[src/rtl/fwd_pkg.sv]
// Shared constants and helpers for the forwarding / hazard-detection unit.
package fwd_pkg;

    localparam int REG_IDX_W     = 5;
    localparam int NUM_ARCH_REGS = 32;

    typedef logic [REG_IDX_W-1:0] reg_idx_t;

    // Width of a forwarding select: 0 = register file, j+1 = stage j.
    function automatic int fwd_sel_w(input int num_fwd);
        return (num_fwd < 1) ? 1 : $clog2(num_fwd + 1);
    endfunction

endpackage

[src/rtl/fwd_scoreboard.sv]
// Pending-write scoreboard for long-latency ops; blocks WAW re-issue on a pending rd.
module fwd_scoreboard
    import fwd_pkg::*;
(
    input  logic                     clk,
    input  logic                     rst,
    input  logic                     lat_issue,
    input  reg_idx_t                 lat_rd,
    input  logic                     lat_done,
    input  reg_idx_t                 lat_done_rd,
    output logic [NUM_ARCH_REGS-1:0] pending,
    output logic                     issue_stall
);

    // Register 0 can never be pending.
    localparam logic [NUM_ARCH_REGS-1:0] WRITABLE = {{(NUM_ARCH_REGS-1){1'b1}}, 1'b0};

    logic [NUM_ARCH_REGS-1:0] pend_q;
    logic [NUM_ARCH_REGS-1:0] set_vec;
    logic [NUM_ARCH_REGS-1:0] clr_vec;

    assign pending = pend_q;

    // A completion on the same rd in the same cycle frees the slot for the new issue.
    assign issue_stall = lat_issue && pend_q[lat_rd] &&
                         !(lat_done && (lat_done_rd == lat_rd));

    always_comb begin
        set_vec = '0;
        clr_vec = '0;
        if (lat_issue && !issue_stall && (lat_rd != '0)) begin
            set_vec[lat_rd] = 1'b1;
        end
        if (lat_done) begin
            clr_vec[lat_done_rd] = 1'b1;
        end
    end

    // Set wins over clear so a same-edge done/issue on one rd leaves it pending.
    always_ff @(posedge clk) begin
        if (rst) begin
            pend_q <= '0;
        end else begin
            pend_q <= ((pend_q & ~clr_vec) | set_vec) & WRITABLE;
        end
    end

endmodule

[src/rtl/fwd_hazard_unit.sv]
// Operand forwarding select, load-use / scoreboard hazard detection and stall watchdog.
// Optional statistics counters are enabled with the FWD_HAZARD_STATS_EN macro.
module fwd_hazard_unit
    import fwd_pkg::*;
#(
    parameter int NUM_SRC       = 2,
    parameter int NUM_FWD       = 2,
    parameter int STALL_TIMEOUT = 64
) (
    input  logic                                       clk,
    input  logic                                       rst,
    input  logic [NUM_SRC-1:0]                         src_valid,
    input  logic [NUM_SRC-1:0][REG_IDX_W-1:0]          src_rs,
    input  logic [NUM_FWD-1:0]                         fwd_we,
    input  logic [NUM_FWD-1:0][REG_IDX_W-1:0]          fwd_rd,
    input  logic [NUM_FWD-1:0]                         fwd_rdy,
    input  logic                                       lat_issue,
    input  logic [REG_IDX_W-1:0]                       lat_rd,
    input  logic                                       lat_done,
    input  logic [REG_IDX_W-1:0]                       lat_done_rd,
    output logic [NUM_SRC-1:0][fwd_sel_w(NUM_FWD)-1:0] fwd_sel,
    output logic                                       stall,
    output logic                                       issue_stall,
    output logic                                       stall_timeout
`ifdef FWD_HAZARD_STATS_EN
    ,
    output logic [31:0]                                stat_stall_cnt,
    output logic [31:0]                                stat_fwd_cnt
`endif
);

    localparam int SEL_W = fwd_sel_w(NUM_FWD);
    localparam int CNT_W = $clog2(STALL_TIMEOUT + 1);

    logic [NUM_ARCH_REGS-1:0] pending;
    logic [NUM_SRC-1:0]       sel_rdy;
    logic [NUM_SRC-1:0]       load_use;
    logic [NUM_SRC-1:0]       sb_haz;
    logic [CNT_W-1:0]         stall_cnt;

    fwd_scoreboard u_scoreboard (
        .clk         (clk),
        .rst         (rst),
        .lat_issue   (lat_issue),
        .lat_rd      (lat_rd),
        .lat_done    (lat_done),
        .lat_done_rd (lat_done_rd),
        .pending     (pending),
        .issue_stall (issue_stall)
    );

    // Scan oldest to youngest so the youngest matching stage is the last write.
    always_comb begin
        fwd_sel = '0;
        sel_rdy = '1;
        for (int k = 0; k < NUM_SRC; k++) begin
            for (int j = NUM_FWD - 1; j >= 0; j--) begin
                if (src_valid[k] && (src_rs[k] != '0) && fwd_we[j] &&
                    (fwd_rd[j] == src_rs[k])) begin
                    fwd_sel[k] = SEL_W'(j + 1);
                    sel_rdy[k] = fwd_rdy[j];
                end
            end
        end
    end

    // A ready forwarding match supersedes a pending scoreboard entry.
    always_comb begin
        load_use = '0;
        sb_haz   = '0;
        for (int k = 0; k < NUM_SRC; k++) begin
            load_use[k] = (fwd_sel[k] != '0) && !sel_rdy[k];
            sb_haz[k]   = src_valid[k] && (fwd_sel[k] == '0) && pending[src_rs[k]];
        end
    end

    assign stall = (|load_use) || (|sb_haz);

    always_ff @(posedge clk) begin
        if (rst) begin
            stall_cnt     <= '0;
            stall_timeout <= 1'b0;
        end else begin
            if (!stall) begin
                stall_cnt <= '0;
            end else if (stall_cnt != CNT_W'(STALL_TIMEOUT)) begin
                stall_cnt <= stall_cnt + CNT_W'(1);
            end
            if (stall_cnt == CNT_W'(STALL_TIMEOUT)) begin
                stall_timeout <= 1'b1;
            end
        end
    end

`ifdef FWD_HAZARD_STATS_EN
    always_ff @(posedge clk) begin
        if (rst) begin
            stat_stall_cnt <= '0;
            stat_fwd_cnt   <= '0;
        end else begin
            if (stall && (stat_stall_cnt != '1)) begin
                stat_stall_cnt <= stat_stall_cnt + 32'd1;
            end
            if (!stall && (|fwd_sel) && (stat_fwd_cnt != '1)) begin
                stat_fwd_cnt <= stat_fwd_cnt + 32'd1;
            end
        end
    end
`endif

endmodule

[config.mk]
export PLATFORM = sky130hd
export DESIGN_NAME = fwd_hazard_unit
export DESIGN_NICKNAME = d
export VERILOG_FILES = /design/src/rtl/fwd_pkg.sv /design/src/rtl/fwd_scoreboard.sv /design/src/rtl/fwd_hazard_unit.sv
export SDC_FILE = /design/constraint.sdc
export NUM_CORES = 1
export LEC_CHECK = 0
export CORE_ASPECT_RATIO = 0.5
export CORE_MARGIN = 3
export CORE_UTILIZATION = 45
export CTS_CLUSTER_DIAMETER = 100
export DETAILED_ROUTE_END_ITERATION = 10
export GPL_TIMING_DRIVEN = 0
export PLACE_DENSITY = 0.73
export SLEW_MARGIN = 20
export SYNTH_ARGS = -nofsm -noshare
export SYNTH_HDL_FRONTEND = slang
export SYNTH_SLANG_ARGS = --single-unit
[constraint.sdc]
create_clock -name clk -period 5.8 [get_ports clk]
set_input_delay 1.74 -clock clk [delete_from_list [all_inputs] [get_ports clk]]
set_output_delay 1.74 -clock clk [all_outputs]
set_load 0.02 [all_outputs]
# [After elaboration in Yosys (flattened, before gate mapping)]
# Index checks and enable logic that the tools add are counted.
[totals] ff_bits=40 inputBits=40 out_inout_bits=7 elab_cells=80
[classes] addsub=1 order_cmp=6 n_eq_ne=7 muxes=20 n_bitwise=4 reduce_logical=38
[op_table] op="32-bit 2-to-1 mux" n=2
[op_table] op="32-bit bitwise AND" n=1
[op_table] op="32-bit inverter" n=1
[op_table] op="32-bit bitwise OR" n=1
[op_table] op="5-bit equality test" n=5
[op_table] op="5-bit by 6-bit less-than comparator with 1-bit output, second input constant" n=4
[op_table] op="1-bit logical AND" n=23
[op_table] op="1-bit binary-select mux with 5-bit select" n=3
[op_table] op="5-bit nonzero test" n=3
[op_table] op="1-bit demux with 5-bit select" n=2
[op_table] op="5-bit by 1-bit >= comparator with 1-bit output, second input constant" n=2
[op_table] op="1-bit 2-to-1 mux" n=9
[op_table] op="2-bit 2-to-1 mux" n=4
[op_table] op="7-bit by 1-bit adder with 7-bit output, second input constant" n=1
[op_table] op="7-bit equality test, second input constant" n=1
[op_table] op="7-bit != test, second input constant" n=1
[op_table] op="2-bit OR reduction" n=3
[op_table] op="1-bit zero test" n=4
[op_table] op="2-bit zero test" n=2
[op_table] op="2-bit nonzero test" n=2
[op_table] op="1-bit logical OR" n=1
[op_table] op="1-bit inverter" n=1

# [Longest topological paths before layout]
[depth] ltp_word=13 mapped_depth=10 ltp_nobuf=7

# [By module]
# From an unflattened synthesis, not the netlist that was laid out.
[unflattened] hier_cells=368 hier_area_um2=3273.1
[modules_own_cells] module="fwd_scoreboard" n_inst=1 cells_each=216 area_each_um2=1926.8 seq_area_each_um2=620.6
[modules_own_cells] module="fwd_hazard_unit" n_inst=1 cells_each=152 area_each_um2=1346.3 seq_area_each_um2=160.2

# [Least setup slack after synthesis]
# OpenSTA, ideal clock, no wires.
[synth_path] kind="input -> output" start="in src_rs[7] (netlist name)" end="out stall" arrival_time_ps=3956 slack_ps=104 path_stages=9 path_buffers=2 path_cell_list="clkbuf_1 -> xnor2_1 -> nand4_1 -> nor3_1 -> nor2b_1 -> o21bai_1 -> and4_1 -> clkbuf_1 -> inv_1"
[synth_rtl] element="start, declared" line_no="fwd_hazard_unit.sv:13" source="input logic [NUM_SRC-1:0][REG_IDX_W-1:0] src_rs,"
[synth_rtl] element="end, declared" line_no="fwd_hazard_unit.sv:22" source="output logic stall,"

# [Final worst setup path]
[layout_path] start="in src_rs[7] (netlist name)" end="out stall"
[layout_via] elab_chain_len=11 elab_cells_between_ends=23
[layout_lines] element="5-bit nonzero test" line_no="fwd_hazard_unit.sv:58" source="if (src_valid[k] && (src_rs[k] != '0) && fwd_we[j] &&"
[layout_lines] element="1-bit logical AND (3 in a row)" line_no="fwd_hazard_unit.sv:58"
[layout_lines] element="2-bit 2-to-1 mux (2 in a row)" line_no="fwd_hazard_unit.sv:58"
[layout_lines] element="2-bit zero test" line_no="fwd_hazard_unit.sv:73" source="sb_haz[k] = src_valid[k] && (fwd_sel[k] == '0) && pending[src_rs[k]];"
[layout_lines] element="1-bit logical AND (2 in a row)" line_no="fwd_hazard_unit.sv:73"
[layout_lines] element="2-bit OR reduction" line_no="fwd_hazard_unit.sv:77" source="assign stall = (|load_use) || (|sb_haz);"
[layout_lines] element="1-bit logical OR (*)" line_no="fwd_hazard_unit.sv:77"
# Mark *: on every way between the ends. The rest lies on a longest branch, timed or not. The select of a mux whose other input is x is not followed.

==> flow_summary.ini <==
[flow_run]
cap_violations = 0

[global_routing]
overflow = 0
grt_pass1_wl_um = 14400
grt_start_max_net_pins = 14
antenna_found_initial = 0
grt_pass1_vias = 2865
grt_use_total = 0.234

[floorplan]
start_util = 0.480
die_area_sq_um = 7750
num_rows = 20
fp.dieW_um = 122
io_pins = 47
core_sq_um = 6260
die_h_um = 63.8

[detailed_routing]
via_count = 2927
remaining_drc_errors = 0
vias_per_cell = 6.18
ant_nets = 0
post_drt_wl_per_cell_um = 19.1
drtIter0Drc = 436
wirelength_um = 9070
firstDrtPassIters = 5

[synthesis]
yosys.area_share.simple = 0.259
synth_nets = 382
synth-async-reset-ratio = 0
synth_seq_cells = 39
synth_edf_count = 0
synth_cell_type_count = 48
synth_ff_type = dfxtp_1
synthesis.area_sq_um = 3000
ys_top_cells_by_area = dfxtp_1 (26%), mux4_2 (9.0%), o21ai_0 (7.5%)
syn_avg_cell_area_sq_um = 8.83
ys_seq_area_frac = 0.260
synth_cells = 340
yosysTopAreaCell = dfxtp_1
synth_top_family_by_area = simple AND/OR/NAND/NOR gates
muxShareOfSynthArea = 0.200
synth_xor_area_frac = 0.0904
synth-compound-area-share = 0.141
synthAdderAreaFrac = 0.00833
ys_warn_count = 0
synth_top_cell_area_share = 0.260

[worst_setup_path]
end_kind = primary output
critPathRequiredTime_ps = 4060
crit_fanout = 8
r2r_start = u_scoreboard.pending[5]
slowest_delay_ps = 490
cp-start-kind = input port
ff2ff_setup_slack_ps = 3210
crit_slowest_cell = or4_1
cp_cell_sequence = clkdlybuf4s50_1 > or4_1 > o21ai_1 > nor4_2 > nor2b_1 > o21bai_1 > and4_4 > inv_1 > clkdlybuf4s15_2
path_class = in -> out
rr_worst_depth = 7
arrival_ps = 4040
worstReg2RegEnd = u_scoreboard.pending[31]

[finish]
final_util = 0.593
layout_common_cells = o21ai_0 (44), dfxtp_1 (39), clkdlybuf4s50_1 (31), nand2_1 (29)
final_area_sq_um = 3710
antennaDiodeCount = 0
stdcell_count = 474
nets = 427
num-fill-cells = 555
layout_commonest_cell = o21ai_0
area_growth_pct = 23.5
drive_gt1_frac = 0.140

[power]
power_density_nw_per_um2 = 194
power_leakage_nw = 1.29
max-vdd-ir-drop_v = 0.000119

[timing]
fin_crit_ps = 5780
hold_viol = 0
timing.slew.headroom = 0.363
drv_slew = 0
fin_skew_ps = 9.57
fmax_ghz = 0.173
post-route-period-util = 0.997
whs_ps = 495
setup_viol = 0
worst_pin_slew_ps = 954

[min_path]
hold_end = stall_timeout
hold_class = reg -> reg
min-delay-start = stall_timeout
worstHoldPathCells = 2

[cts]
cts-root-buf = clkbuf_16
clock_latency_ps = 280
clockBufferDepth = 2
cts_tree = yes
htree_levels = 2
cts_sinks = 39
numCtsBuffers = 5
clk_pin_slew_ps = 60
cts_hold_buf = 0

[placement]
numPortBuffers = 35
place_area_sq_um = 3460
dp_hpwl_um = 6610
gp_congestion = 0.877
dp.cells = 463

[outcome]
status = completed
[stage by stage]
| stage | setup WS [ps] | TNS [ps] | power [mW] |
|---|---|---|---|
| 2_1_floorplan | 104 | 0 | 0.355 |
| 3_3_place_gp | -736 | -1110 | 0.402 |
| 3_5_place_dp | -767 | -1230 | 0.405 |
| 4_1_cts | 88.1 | 0 | 0.717 |
| 5_1_grt | -59.1 | -59.1 | 0.740 |
| 6_report | 16.8 | 0 | 0.718 |
[worst max-delay path: cells and delay by family]
| family | cells | cell delay [ps] |
|---|---|---|
| buffers and inverters | 3 | 750 |
| AOI/OAI and AO/OA | 2 | 450 |
| and+or+nand+nor | 4 | 1090 |
[Yosys cell counts (2+ instances only)]
cell type / instances
ha_1: 2
nand2_1: 29
o21bai_1: 2
nor4_1: 5
o21ai_0: 45
nor2b_1: 23
nand3_1: 10
dfxtp_1: 39
mux2_2: 3
buf_2: 3
nor3b_1: 5
nor2_1: 10
mux4_2: 12
and3_1: 4
xor2_1: 14
mux2i_1: 15
o2111ai_1: 2
inv_1: 5
nor3_1: 10
o21ai_2: 7
o211ai_1: 3
and3b_1: 2
or4_1: 2
a21oi_1: 2
mux4_1: 5
xnor2_1: 17
nand3b_1: 23
clkbuf_1: 18
nand4_1: 4
[registers in the layout (all words and copies together) (netlist names)]
| register | count |
|---|---|
| u_scoreboard.pending | 31 |
| stall_cnt | 7 |
| stall_timeout | 1 |
[cells by family (layout without fill, tap and decap cells)]
logic type / after synthesis / count (layout)
AOI/OAI and AO/OA: 69 / 69
xor gates and xnor gates: 31 / 31
adders and majority gates: 2 / 2
buffers and inverters: 29 / 75
DFF: 39 / 39
muxes: 36 / 36
and+or+nand+nor: 134 / 134
[worst max-delay path by stage]
stage          cells after the start       from  slack [ps]    end
5_1_grt                            9  src_rs[7]         -60  stall
3_3_place_gp                      11  src_rs[7]        -740  stall
6_report                           9  src_rs[7]          20  stall
3_5_place_dp                      11  src_rs[7]        -770  stall
2_1_floorplan                      9  src_rs[7]         100  stall
4_1_cts                            9  src_rs[7]          90  stall
[power breakdown]
group | switching (mW) | leakage (nW) | internal, mW
sequential | 0.00417 | 0.315 | 0.271
clock | 0.109 | 0.0838 | 0.203
combinational | 0.0702 | 0.895 | 0.0610
total | 0.183 | 1.29 | 0.535
[repair_timing]
| action | in CTS | in global routing |
|---|---|---|
| endpoints found under the setup margin | 3 | 1 |
| gates resized for setup | 17 | 5 |
| pin swaps | 1 | 1 |
| buffers inserted | 4 | 0 |
| hold endpoints to repair | 0 | 0 |
[routing by layer]
layer | vias up | share of wire | GRT usage | routed length, um
met4 | 0 | 0.014 | 0.0531 | 128
met5 | - | 0 | 0 | 0
met1 | 1401 | 0.43 | 0.297 | 3860
met2 | 158 | 0.46 | 0.395 | 4130
met3 | 17 | 0.10 | 0.0672 | 951
li1 | 1351 | - | - | -
[final cells by class]
class                   instances  area, sq um  share of cell area
flip-flops and latches         39          781               0.211
inverters                       5         18.8             0.00506
clock inverters                 3         43.8              0.0118
multi-input cells             272         2130               0.574
well taps                      88          110              0.0297
plain buffers                  23          111              0.0300
clock buffers                   5          125              0.0337
repair buffers                 39          390               0.105
Note: power is estimated with default switching activity, not from simulation.
